File: src/rtl/regfile_pkg.sv
// rtl/regfile_pkg.sv - shared types and constants for the register-file write arbiter
package regfile_pkg;

  // Number of requesters sharing the register-file write port
  localparam int NREQ  = 4;
  // Width of the round-robin pointer and winner index
  localparam int PTR_W = $clog2(NREQ);
  // Width of the committed-write counter
  localparam int CNT_W = 8;

  // Arbiter FSM states; CLEAR is only reachable when the clear feature is built in
  typedef enum logic [1:0] {
    ST_IDLE  = 2'd0,
    ST_WRITE = 2'd1,
    ST_CLEAR = 2'd2
  } arb_state_e;

endpackage

File: src/rtl/regfile_wr_arbiter_if.sv
// rtl/regfile_wr_arbiter_if.sv - requester and register-file write-port bundle
interface regfile_wr_arbiter_if
  import regfile_pkg::*;
#(
  parameter int w1 = 2,
  parameter int w2 = 8
) ();

  logic [NREQ-1:0]      req;
  logic [NREQ*w1-1:0]   wa;
  logic [NREQ*w2-1:0]   wd;
  logic                 clr_all;
  logic [NREQ-1:0]      gnt;
  logic                 busy;
  logic [w1-1:0]        s;
  logic                 e;
  logic [w2-1:0]        d;
  logic [(1<<w1)-1:0]   clr;
  logic [CNT_W-1:0]     wr_cnt;

  // Requester side: drives requests, observes grants and the write port
  modport master (
    output req, wa, wd, clr_all,
    input  gnt, busy, s, e, d, clr, wr_cnt
  );

  // Arbiter side
  modport slave (
    input  req, wa, wd, clr_all,
    output gnt, busy, s, e, d, clr, wr_cnt
  );

endinterface

File: src/rtl/regfile_wr_arbiter_rr_pick.sv
// rtl/regfile_wr_arbiter_rr_pick.sv - combinational round-robin winner selection
module rr_pick
  import regfile_pkg::*;
(
  input  logic [NREQ-1:0]  i_req,
  input  logic [PTR_W-1:0] i_ptr,
  output logic [NREQ-1:0]  o_gnt,
  output logic [PTR_W-1:0] o_idx
);

  // Scan from the farthest offset down to offset 0 so the requester at ptr has highest priority
  always_comb begin
    logic [PTR_W-1:0] w_cand;
    o_gnt  = '0;
    o_idx  = '0;
    w_cand = '0;
    for (int i = NREQ - 1; i >= 0; i--) begin
      w_cand = i_ptr + PTR_W'(i);
      if (i_req[w_cand]) begin
        o_gnt         = '0;
        o_gnt[w_cand] = 1'b1;
        o_idx         = w_cand;
      end
    end
  end

endmodule

File: src/rtl/regfile_wr_arbiter.sv
// rtl/regfile_wr_arbiter.sv - round-robin write-port arbiter; optional clear-all via REGFILE_WRARB_CLEAR_EN
module regfile_wr_arbiter
  import regfile_pkg::*;
#(
  parameter int w1 = 2,
  parameter int w2 = 8
) (
  input  logic                  clk,
  input  logic                  rst,
  regfile_wr_arbiter_if.slave   bus
);

  localparam int NREG = 1 << w1;

  arb_state_e       r_state, w_state_nxt;
  logic [PTR_W-1:0] r_ptr, w_ptr_nxt;
  logic [NREQ-1:0]  r_gnt, w_gnt_nxt;
  logic             r_busy, w_busy_nxt;
  logic [w1-1:0]    r_s, w_s_nxt;
  logic             r_e, w_e_nxt;
  logic [w2-1:0]    r_d, w_d_nxt;
  logic [NREG-1:0]  r_clr, w_clr_nxt;
  logic [CNT_W-1:0] r_cnt, w_cnt_nxt;

  logic [NREQ-1:0]  w_pick_gnt;
  logic [PTR_W-1:0] w_pick_idx;
  logic             w_clr_req;

  rr_pick u_rr_pick (
    .i_req (bus.req),
    .i_ptr (r_ptr),
    .o_gnt (w_pick_gnt),
    .o_idx (w_pick_idx)
  );

`ifdef REGFILE_WRARB_CLEAR_EN
  assign w_clr_req = bus.clr_all;
`else
  // Port kept for a uniform interface; the request is ignored in this build
  logic w_unused_clr_all;
  assign w_unused_clr_all = bus.clr_all;
  assign w_clr_req        = 1'b0;
`endif

  // State register
  always_ff @(posedge clk) begin
    if (rst) begin
      r_state <= ST_IDLE;
    end else begin
      r_state <= w_state_nxt;
    end
  end

  // Next state and next registered outputs; s/d hold the last granted values
  always_comb begin
    w_state_nxt = r_state;
    w_ptr_nxt   = r_ptr;
    w_gnt_nxt   = '0;
    w_busy_nxt  = 1'b0;
    w_s_nxt     = r_s;
    w_e_nxt     = 1'b0;
    w_d_nxt     = r_d;
    w_clr_nxt   = '0;
    w_cnt_nxt   = r_cnt;
    case (r_state)
      ST_IDLE: begin
        if (w_clr_req) begin
          // Clear takes priority; pending requests keep waiting in IDLE
          w_state_nxt = ST_CLEAR;
          w_clr_nxt   = '1;
          w_busy_nxt  = 1'b1;
        end else if (|bus.req) begin
          w_state_nxt = ST_WRITE;
          w_gnt_nxt   = w_pick_gnt;
          w_busy_nxt  = 1'b1;
          w_e_nxt     = 1'b1;
          w_s_nxt     = bus.wa[w_pick_idx*w1 +: w1];
          w_d_nxt     = bus.wd[w_pick_idx*w2 +: w2];
          w_ptr_nxt   = w_pick_idx + PTR_W'(1);
        end
      end
      ST_WRITE: begin
        // The register file captures the write on this edge, so it is committed here
        w_state_nxt = ST_IDLE;
        w_cnt_nxt   = r_cnt + CNT_W'(1);
      end
      default: begin
        w_state_nxt = ST_IDLE;
      end
    endcase
  end

  // Output, pointer and counter registers
  always_ff @(posedge clk) begin
    if (rst) begin
      r_ptr  <= '0;
      r_gnt  <= '0;
      r_busy <= 1'b0;
      r_s    <= '0;
      r_e    <= 1'b0;
      r_d    <= '0;
      r_clr  <= '0;
      r_cnt  <= '0;
    end else begin
      r_ptr  <= w_ptr_nxt;
      r_gnt  <= w_gnt_nxt;
      r_busy <= w_busy_nxt;
      r_s    <= w_s_nxt;
      r_e    <= w_e_nxt;
      r_d    <= w_d_nxt;
      r_clr  <= w_clr_nxt;
      r_cnt  <= w_cnt_nxt;
    end
  end

  assign bus.gnt    = r_gnt;
  assign bus.busy   = r_busy;
  assign bus.s      = r_s;
  assign bus.e      = r_e;
  assign bus.d      = r_d;
  assign bus.clr    = r_clr;
  assign bus.wr_cnt = r_cnt;

endmodule

File: src/flat_wrapper.sv
// flat-port wrapper written by rule: the top's interface ports become plain ports
module regfile_wr_arbiter_flat import regfile_pkg::*;
#(
  parameter int w1 = 2,
  parameter int w2 = 8
)
  (clk, rst, bus_req, bus_wa, bus_wd, bus_clr_all, bus_gnt, bus_busy, bus_s, bus_e, bus_d, bus_clr, bus_wr_cnt);
  regfile_wr_arbiter_if #(.w1(w1), .w2(w2)) bus_i ();
  input  logic clk;
  input  logic rst;
  input wire logic [$bits(bus_i.req)-1:0] bus_req;
  input wire logic [$bits(bus_i.wa)-1:0] bus_wa;
  input wire logic [$bits(bus_i.wd)-1:0] bus_wd;
  input wire logic [$bits(bus_i.clr_all)-1:0] bus_clr_all;
  output wire logic [$bits(bus_i.gnt)-1:0] bus_gnt;
  output wire logic [$bits(bus_i.busy)-1:0] bus_busy;
  output wire logic [$bits(bus_i.s)-1:0] bus_s;
  output wire logic [$bits(bus_i.e)-1:0] bus_e;
  output wire logic [$bits(bus_i.d)-1:0] bus_d;
  output wire logic [$bits(bus_i.clr)-1:0] bus_clr;
  output wire logic [$bits(bus_i.wr_cnt)-1:0] bus_wr_cnt;
  assign bus_i.req = bus_req;
  assign bus_i.wa = bus_wa;
  assign bus_i.wd = bus_wd;
  assign bus_i.clr_all = bus_clr_all;
  assign bus_gnt = bus_i.gnt;
  assign bus_busy = bus_i.busy;
  assign bus_s = bus_i.s;
  assign bus_e = bus_i.e;
  assign bus_d = bus_i.d;
  assign bus_clr = bus_i.clr;
  assign bus_wr_cnt = bus_i.wr_cnt;
  regfile_wr_arbiter #(.w1(w1), .w2(w2)) u_core (.clk(clk), .rst(rst), .bus(bus_i));
endmodule
File: config.mk
export PLATFORM = sky130hd
export DESIGN_NAME = regfile_wr_arbiter_flat
export DESIGN_NICKNAME = d
export VERILOG_FILES = /design/src/rtl/regfile_pkg.sv /design/src/rtl/regfile_wr_arbiter_if.sv /design/src/rtl/regfile_wr_arbiter_rr_pick.sv /design/src/rtl/regfile_wr_arbiter.sv /design/src/flat_wrapper.sv
export SDC_FILE = /design/constraint.sdc
export NUM_CORES = 1
export LEC_CHECK = 0
export CAP_MARGIN = 0
export CORE_ASPECT_RATIO = 1.5
export CORE_MARGIN = 1
export CORE_UTILIZATION = 35
export DETAILED_ROUTE_END_ITERATION = 16
export GPL_TIMING_DRIVEN = 0
export PLACE_DENSITY = 0.67
export SYNTH_ARGS = -nofsm -noshare
export SYNTH_HDL_FRONTEND = slang
export SYNTH_SLANG_ARGS = --single-unit
File: constraint.sdc
create_clock -name clk -period 3.1 [get_ports clk]
set_input_delay 0.465 -clock clk [delete_from_list [all_inputs] [get_ports clk]]
set_output_delay 0.465 -clock clk [all_outputs]
set_load 0.02 [all_outputs]
==> metrics.md, run 1 <==
| Metric | Value |
|---|---|
| Top-count cell post-synth | `a211oi_1` |
| WL/cell | `11.87 µm` |
| Share of layout cells above drive strength 1 | `0.1313` |
| Maximum vdd drop | `a little over 0.4 mV` |
| Number of synthesized flops with an enable pin | `0` |
| IO Count | `between 70 and 80` |
| Clk sinks | `26` |
| Initial antenna violation count | `0` |
| Delay-heaviest family, CP | `compound AO/OA/AOI/OAI gates` |
| Port bufs | `between 60 and 70` |
| Least-Margin Pin Slew | `between 0.6 and 0.7 ns` |
| Yosys top cell by area | `dfxtp_1` |
| Clock period minus worst slack | `~2.8 ns` |
| Yosys cell types | `34` |
| Number of CTS-inserted buffers | `3` |
| Syn Std Cell Area | `~0.0019 mm²` |
| Synth area leaders | `dfxtp_1 (28%), a211oi_1 (12%), a211oi_2 (8.0%), ha_1 (6.0%), inv_1 (5.2%)` |
| Post-synth top area share | `0.2777` |
| PD cells | `710.2 mW/mm²` |
| Critical path fanouts, max | `9` |
| Wire length of the first global-routing pass | `7279 µm` |
| Synth Register Bits | `26` |
| Tot Pwr | `approximately 2 mW` |
| DR iter-0 viols | `58` |
| Die height | `91.63 µm` |
| Post-Route WL | `4334 µm` |
| Startpoint types | `register` |
| Worst-path clk slew | `approximately 0.080 ns` |
| Worst setup path category | `register to register` |
| Required @ worst endpoint | `3.31 ns` |
| DRC viols | `0` |
| Die Width | `61.75 µm` |
| RePlAce Congestion | `between 0.8 and 0.9` |
| Root buf cell | `clkbuf_8` |
| Initial core utilization | `0.3629` |
| Status | `finished, final reports clean` |
| Maxcap violations | `0` |
| Yosys warns | `0` |
| GRT Total Usage | `0.1628` |
| Largest net degree at the start of global routing | `16` |
| DP HPWL | `about 3700 µm` |
| Worst min-delay path category | `register to register` |
| CTS tree | `built` |
| Sequential share of the synthesized area | `0.2777` |
| Hold buffer count at cts | `0` |
| Mean Syn Cell Area | `approximately 8.5 µm²` |
| Buffers & Inverters on Critical Path | `3` |
| F_max | `360.3 MHz` |
| Post-DRT Antenna Nets | `0` |
| Clock skew | `around 0.0077 ns` |
| Min Hold Slack | `0.4575 ns` |
| Crit-path cells | `buf_6 > inv_1 > ha_1 > mux4_2 > buf_4 > a2111oi_2 > a222oi_1 > o21ai_1 > and2_1` |
| RSZ-0062 raised after global routing | `no` |
| CP endpoint kind | `register` |
| Syn-to-layout area delta | `46.40%` |
| Slew HR | `0.5566` |
| First-pass iteration count of the detailed router | `6` |
| Top post-synthesis cells by count | `a211oi_1 (29), dfxtp_1 (26), inv_1 (26)` |
| Remaining global-route overflow | `0` |
| Final-report hold violation count | `0` |
| FP Rows | `32` |
| Die area | `0.005658 mm²` |
| Ant. Diodes | `0` |
| H-tree depth | `1` |
| Final #Nets | `approximately 350` |
| Post-Syn Instances | `220` |
| Vias per inst | `4.932` |
| Synth async-reset ratio | `0` |
| Highest cell delay on the worst timing path | `0.46 ns` |
| DR vias | `1800` |
| Crit share post-route | `0.8953` |
| CP max stage cell | `ha_1` |
| Final setup vio count | `0` |
| Clk Latency, worst-skew pair | `0.27 ns` |
| CTS max path bufs | `2` |
| Top FF cell, synth | `dfxtp_1` |
| Core Box Area | `between 0.005 and 0.006 mm²` |
| Data arrival, critical path | `approximately 3.0 ns` |
| Leakage | `1.084 nW` |
| Setup TNS | `0 ns` |
| Number of global-route vias before repair | `roughly 1.7k` |
| Max Slew Vio Count | `0` |
==> timing repair <==
item | 4_1_cts | 5_1_grt
setup buffers | 0 | 3
endpoints found under the setup margin | 0 | 10
resized for setup | 0 | 4
==> final cells by class <==
| cell class | instances | area, µm² |
|---|---|---|
| Multi-Input combinational cell | 148 | 1120 |
| Clock inverter | 1 | 30.03 |
| Timing Repair Buffer | 71 | 703.2 |
| Tap cell | 68 | 85.08 |
| Clock buffer | 3 | 41.29 |
| Sequential cell | 26 | 520.5 |
| Fill cell | 482 | 2421 |
| Inverter | 26 | 97.59 |
| Buffer | 22 | 146.4 |
==> per-layer routing <==
layer	vias up	track usage	part of all wire
li1	937	-	-
met1	799	0.1819	0.42
met2	56	0.2948	0.51
met3	8	0.02539	0.048
met4	0	0.05741	0.020
met5	-	0	0
==> layout by cell type (no fill, tap or decap), types with 2 or more instances in the layout <==
cell type	n
o21ai_1	4
nand4_1	3
o31ai_1	10
clkbuf_1	6
o21ai_0	6
buf_6	5
mux4_2	2
ha_1	9
mux2i_1	7
buf_2	4
conb_1	4
a21o_1	2
a21oi_1	4
clkbuf_2	2
inv_1	26
xnor2_1	2
a211oi_2	12
buf_4	8
clkbuf_8	3
a222oi_1	4
nand2_1	19
a211oi_1	29
and2_1	5
xor2_1	4
or3_1	3
clkdlybuf4s50_1	68
nor2_1	10
dfxtp_1	26
==> flip-flops by register name, indices dropped and copies added (netlist names) <==
name and cells:
u_core.bus.gnt 4, u_core.bus.busy 1, u_core.bus.s 2, u_core.r_state 1
u_core.bus.wr_cnt 8, u_core.bus.d 8, u_core.r_ptr 2
==> worst register-to-register path, cell delays in order, from the launching register on <==
cell and delay (ns):
dfxtp_1 0.43, buf_6 0.18, inv_1 0.16, ha_1 0.46, mux4_2 0.42, buf_4 0.18
a2111oi_2 0.46, a222oi_1 0.17, o21ai_1 0.15, and2_1 0.13
==> power by group <==
group          leakage [nW]  internal, mW  switching, mW  total [mW]
registers             0.214         0.407         0.0436       0.451
logic                 0.835         0.563          0.661        1.22
clock network        0.0357         0.173          0.102       0.274
==> worst paths after layout <==
kind / slack (ns) / end / start / cells after the start
max: 0.32 / u_core.bus.gnt[0] / u_core.r_ptr[0] / 9
min: 0.46 / u_core.bus.s[0] / u_core.bus.s[0] / 2
max reg2reg: 0.32 / u_core.bus.gnt[0] / u_core.r_ptr[0] / 9
min reg2reg: 0.46 / u_core.bus.s[0] / u_core.bus.s[0] / 2
==> kinds of logic (layout without fill, tap and decap cells) <==
| logic type | after synthesis | count (layout) | synth area share |
|---|---|---|---|
| other cells | 1 | 4 | 0.002001 |
| flops | 26 | 26 | 0.2777 |
| mux | 9 | 9 | 0.06142 |
| compound gates | 75 | 75 | 0.3251 |
| buf+inv | 49 | 123 | 0.1308 |
| fa+ha+maj | 9 | 9 | 0.06008 |
| simple gates | 45 | 45 | 0.1148 |
| xor+xnor | 6 | 6 | 0.02804 |
==> through the flow <==
step	std cells	setup WS (ns)	util	cell area, µm²
floorplan	223	0.4879	-	1886
global placement	359	0.1456	0.5133	2651
detailed placement	359	0.1481	0.5133	2651
CTS	363	0.1348	0.5271	2723
global route	365	0.1079	0.5313	2744
finish	365	0.3246	0.5313	2744
Note: power is estimated with default switching activity, not from simulation.
==> run 2, diff against run 1 <==
Settings changed: REMOVE_ABC_BUFFERS set to 1.
==> metrics.md, run 2 (same netlist as run 1, synthesis figures left out) <==
| Metric | Value |
|---|---|
| Dpl cell area | `between 0.002 and 0.003 mm²` |
| Clk sinks | `26` |
| Syn-to-layout area delta | `39.32%` |
| Number of global-route vias before repair | `~1.6k` |
| Most frequent cells in the layout | `clkdlybuf4s50_1 (69), a211oi_1 (29), inv_1 (26)` |
| CP endpoint kind | `register` |
| Hold Path Origin | `u_core.bus.d[6]` |
| Crit Reg-Reg Startpoint | `u_core.r_ptr[0]` |
| CP max stage cell | `dfxtp_2` |
| Most common cell after layout, fill and taps aside | `clkdlybuf4s50_1` |
| PD cells | `approximately 680 mW/mm²` |
| Worst min-delay path category | `register to register` |
| Root buf cell | `clkbuf_8` |
| Data arrival, critical path | `3.04 ns` |
| RePlAce Congestion | `0.8736` |
| Core Box Area | `just over 0.005 mm²` |
| Vias per inst | `~5.2` |
| Maxcap violations | `0` |
| Wire length of the first global-routing pass | `7355 µm` |
| Power Internal | `slightly below 1 mW` |
| First-pass iteration count of the detailed router | `4` |
| Util after Layout | `0.5056` |
| H-tree depth | `1` |
| Net Sw Power | `approximately 790 µW` |
| Largest net degree at the start of global routing | `22` |
| Ant. Diodes | `0` |
| Die area | `between 0.005 and 0.006 mm²` |
| Crit share post-route | `0.9372` |
| Post-Route WL | `roughly 4400 µm` |
| Startpoint types | `register` |
| Die height | `91.63 µm` |
| Initial core utilization | `0.3629` |
| Post-DRT Antenna Nets | `0` |
| Worst R2R Path Depth | `7` |
| Number of CTS-inserted buffers | `3` |
| Least-Margin Pin Slew | `0.7767 ns` |
| WL/cell | `around 13 µm` |
| Worst-path clk slew | `0.09 ns` |
| DP HPWL | `about 3200 µm` |
| Worst R2R End | `u_core.bus.d[3]` |
| Critical path fanouts, max | `21` |
| GR Layer Usage met3 | `0.02116` |
| Met2 Use GR | `0.2984` |
| Clock period minus worst slack | `about 2.9 ns` |
| DR iter-0 viols | `90` |
| Hold-critical path depth | `2` |
| Tot Pwr | `around 1.8 mW` |
| CTS tree | `built` |
| Most frequent CP cell | `a21o_4` |
| Highest cell delay on the worst timing path | `0.52 ns` |
| Remaining global-route overflow | `0` |
| Crit path depth | `7` |
| Maximum vdd drop | `0.4933 mV` |
| FP Rows | `32` |
| Buffers & Inverters on Critical Path | `1` |
| Share of layout cells above drive strength 1 | `0.1022` |
| Global route hottest layer | `met2` |
| Design area | `~0.0026 mm²` |
| DR vias | `1768` |
| Min Hold Slack | `~0.46 ns` |
| Port bufs | `69` |
| Hold EP | `u_core.bus.d[6]` |
| Worst setup path category | `register to register` |
| F_max | `344.2 MHz` |
| Clock Power Share | `0.105` |
| Reg2Reg Setup Slack | `~0.2 ns` |
| Initial antenna violation count | `0` |
| Delay-heaviest family, CP | `compound AO/OA/AOI/OAI gates` |
| GRT Total Usage | `0.1675` |
| CTS max path bufs | `2` |
| Met1 GRT Util | `0.1934` |
| DRC viols | `0` |
| Max Slew Vio Count | `0` |
| Final #Nets | `about 330` |
| Die Width | `between 60 and 70 µm` |
| Required @ worst endpoint | `around 3.2 ns` |
| Logic pwr share | `0.625` |
| Sw frac | `0.4451` |
| IO Count | `75` |
| Final-report hold violation count | `0` |
| Slew HR | `0.4803` |
| Leakage | `roughly 1 nW` |
| Status | `finished, final reports clean` |
| Crit-path cells | `inv_1 > ha_1 > mux4_2 > a21o_4 > a21o_4 > a211oi_1 > o31ai_1` |
| Clk Latency, worst-skew pair | `0.26 ns` |
| Seq pwr share | `0.271` |
| Final setup vio count | `0` |
| Setup TNS | `0 ns` |
| Clock skew | `between 0.003 and 0.004 ns` |
[run 2: layer usage]
metal / up-vias / wire, µm
met1: 804 / 1782
met3: 10 / 171
met4: 0 / 141
li1: 894 / -
met5: - / 0
met2: 60 / 2303
[run 2: stage by stage]
step	std cells	setup slack, ns
after CTS	342	0.07397
final	342	0.1946
after detailed placement	339	-0.6167
after global placement	337	-1.987
after floorplan	200	-0.8816
after global routing	342	-0.0003320
[run 2: power groups by stage]
stage	clock (mW)	sequential (mW)	combinational [mW]
2_1_floorplan	0	0.549	0.652
3_3_place_gp	0	0.487	1.05
3_5_place_dp	0	0.486	1.09
4_1_cts	0.190	0.480	1.11
5_1_grt	0.207	0.494	1.22
6_report	0.186	0.481	1.11
[run 2: timing repair]
item                                    in CTS  in global routing
setup buffers                                0                  0
hold buffers                                 0                  0
endpoints found under the setup margin      11                 10
gates resized for setup                      4                  3
[run 2: worst max path at each step]
stage                          from              end  slack, ns
global route        u_core.r_ptr[0]  u_core.bus.d[0]    -0.0003
floorplan           u_core.r_ptr[0]  u_core.bus.d[0]      -0.88
CTS                 u_core.r_ptr[0]  u_core.bus.d[3]       0.07
global placement    u_core.r_ptr[0]  u_core.bus.d[3]      -1.99
finish              u_core.r_ptr[0]  u_core.bus.d[3]       0.19
detailed placement  u_core.r_ptr[0]  u_core.bus.d[1]      -0.62
[run 2: worst register-to-register path, delay by kind of cell, from the launching register on]
| family | cells | cell delay [ns] |
|---|---|---|
| buffers and inverters | 1 | 0.24 |
| DFF | 1 | 0.52 |
| AOI/OAI and AO/OA | 4 | 1.09 |
| muxes | 1 | 0.46 |
| adders and majority gates | 1 | 0.47 |
[run 2: area by class of cell]
class / count / area, µm²
clock buffer: 3 / 41.29
fill: 481 / 2554
inverter: 26 / 97.59
multi-input combinational: 148 / 1144
sequential: 26 / 523.0
tap: 68 / 85.08
timing repair buffer: 71 / 720.7
==> run 3, diff against run 2 <==
Settings changed: CORE_UTILIZATION 35 to 39, PLACE_DENSITY 0.67 to 0.73.
==> metrics.md, run 3 (same netlist as run 1, synthesis figures left out) <==
| Metric | Value |
|---|---|
| Clk sinks | `26` |
| Number of CTS-inserted buffers | `3` |
| RSZ-0062 raised after global routing | `no` |
| RePlAce Congestion | `~0.85` |
| Worst-path clk slew | `around 0.090 ns` |
| Die Width | `between 50 and 60 µm` |
| Clock skew | `between 0.002 and 0.0025 ns` |
| Maxcap violations | `0` |
| Clk Latency, worst-skew pair | `0.27 ns` |
| Final #Nets | `around 330` |
| Post-Route WL | `about 4300 µm` |
| Maximum vdd drop | `about 0.35 mV` |
| DP Cell Count | `about 340` |
| Highest cell delay on the worst timing path | `0.52 ns` |
| CP endpoint kind | `register` |
| F_max | `between 300 and 400 MHz` |
| Min Hold Slack | `around 0.46 ns` |
| Crit Reg-Reg Startpoint | `u_core.r_ptr[0]` |
| Crit-path cells | `inv_1 > ha_2 > mux4_2 > a21o_4 > a21o_4 > a211oi_1 > o31ai_1` |
| Die height | `a little under 90 µm` |
| DP HPWL | `3185 µm` |
| Initial core utilization | `0.4093` |
| Worst Setup SP | `u_core.r_ptr[0]` |
| Syn-to-layout area delta | `39.79%` |
| Leakage | `about 0.99 nW` |
| Final setup vio count | `0` |
| CTS max path bufs | `2` |
| Final-report hold violation count | `0` |
| Port bufs | `slightly below 70` |
| CTS tree | `built` |
| Tot Pwr | `1.791 mW` |
| Most frequent cells in the layout | `clkdlybuf4s50_1 (69), a211oi_1 (29), inv_1 (26)` |
| Root buf cell | `clkbuf_8` |
| H-tree depth | `1` |
| Die area | `~0.005 mm²` |
| WL/cell | `roughly 13 µm` |
| Data arrival, critical path | `roughly 3.0 ns` |
| Fillers | `about 440` |
| DR iter-0 viols | `66` |
| Post-DRT Antenna Nets | `0` |
| Worst min-delay path category | `register to register` |
| # Post-CTS Setup Buffers | `0` |
| CP max stage cell | `dfxtp_2` |
| Status | `finished, final reports clean` |
| Startpoint types | `register` |
| Buffers & Inverters on Critical Path | `1` |
| Core Box Area | `0.004579 mm²` |
| Setup TNS | `0 ns` |
| Least-Margin Pin Slew | `0.8235 ns` |
| IO Count | `75` |
| Max Slew Vio Count | `0` |
| Delay-heaviest family, CP | `compound AO/OA/AOI/OAI gates` |
| First-pass iteration count of the detailed router | `4` |
| DRC viols | `0` |
| DR vias | `~1.8k` |
| Hold Path Origin | `u_core.bus.d[0]` |
| Clock period minus worst slack | `roughly 2.9 ns` |
| Most common cell after layout, fill and taps aside | `clkdlybuf4s50_1` |
| Worst setup path category | `register to register` |
| PD cells | `approximately 680 mW/mm²` |
| Fin cells | `~340` |
| Wire length of the first global-routing pass | `7417 µm` |
| GRT Total Usage | `0.1820` |
| Share of layout cells above drive strength 1 | `0.1022` |
| Crit share post-route | `0.9201` |
| Slew HR | `0.4489` |
| Required @ worst endpoint | `approximately 3.2 ns` |
| Remaining global-route overflow | `0` |
| Number of global-route vias before repair | `about 1.7k` |
| Largest net degree at the start of global routing | `22` |
| Most frequent CP cell | `a21o_4` |
| FP Rows | `30` |
| Initial antenna violation count | `0` |
| Vias per inst | `~5.3` |
| Ant. Diodes | `0` |
| Critical path fanouts, max | `21` |
run 3: area by class of cell:
class	instances	area (µm²)	area share
multi-input cells	148	1145	0.4370
repair buffers	71	733.2	0.2798
flip-flops and latches	26	523.0	0.1996
inverters	26	97.59	0.03725
well taps	64	80.08	0.03056
clock buffers	3	41.29	0.01576
run 3: worst paths after layout:
kind / end / slack, ns / cells after the start
worst max-delay path: u_core.bus.d[2] / 0.25 / 7
worst min-delay path: u_core.bus.d[0] / 0.46 / 2
worst max register to register: u_core.bus.d[2] / 0.25 / 7
worst min register to register: u_core.bus.d[0] / 0.46 / 2
run 3: worst register-to-register path: stages (launching register included):
cell and delay, ns:
dfxtp_2 0.52, inv_1 0.24, ha_2 0.46, mux4_2 0.45, a21o_4 0.34, a21o_4 0.33, a211oi_1 0.30, o31ai_1 0.10
run 3: per-layer routing:
layer / global-route usage / share of wire / up-vias
met3: 0.02823 / 0.049 / 4
met5: 0 / 0 / -
met2: 0.3427 / 0.53 / 60
met1: 0.2062 / 0.41 / 823
li1: - / - / 896
met4: 0.05195 / 0.011 / 0
run 3: what timing repair did:
item / 4_1_cts / 5_1_grt
gates cloned: 0 / 0
setup endpoints to repair: 11 / 11
hold buffers: 0 / 0
gates resized for setup: 3 / 4
pin swaps: 0 / 0
run 3: through the flow:
step,area (µm²),worst slack [ns],util
after floorplan,1738,-0.8816,-
after global placement,2509,-1.900,0.5478
after detailed placement,2559,-0.6269,0.5587
after CTS,2604,0.01206,0.5686
after global routing,2620,0.07532,0.5721
final,2620,0.2478,0.5721
run 3: power by group:
part | internal [mW] | switching, mW
registers | 0.410 | 0.0715
clock network | 0.0870 | 0.101
logic | 0.499 | 0.623
total | 0.996 | 0.796
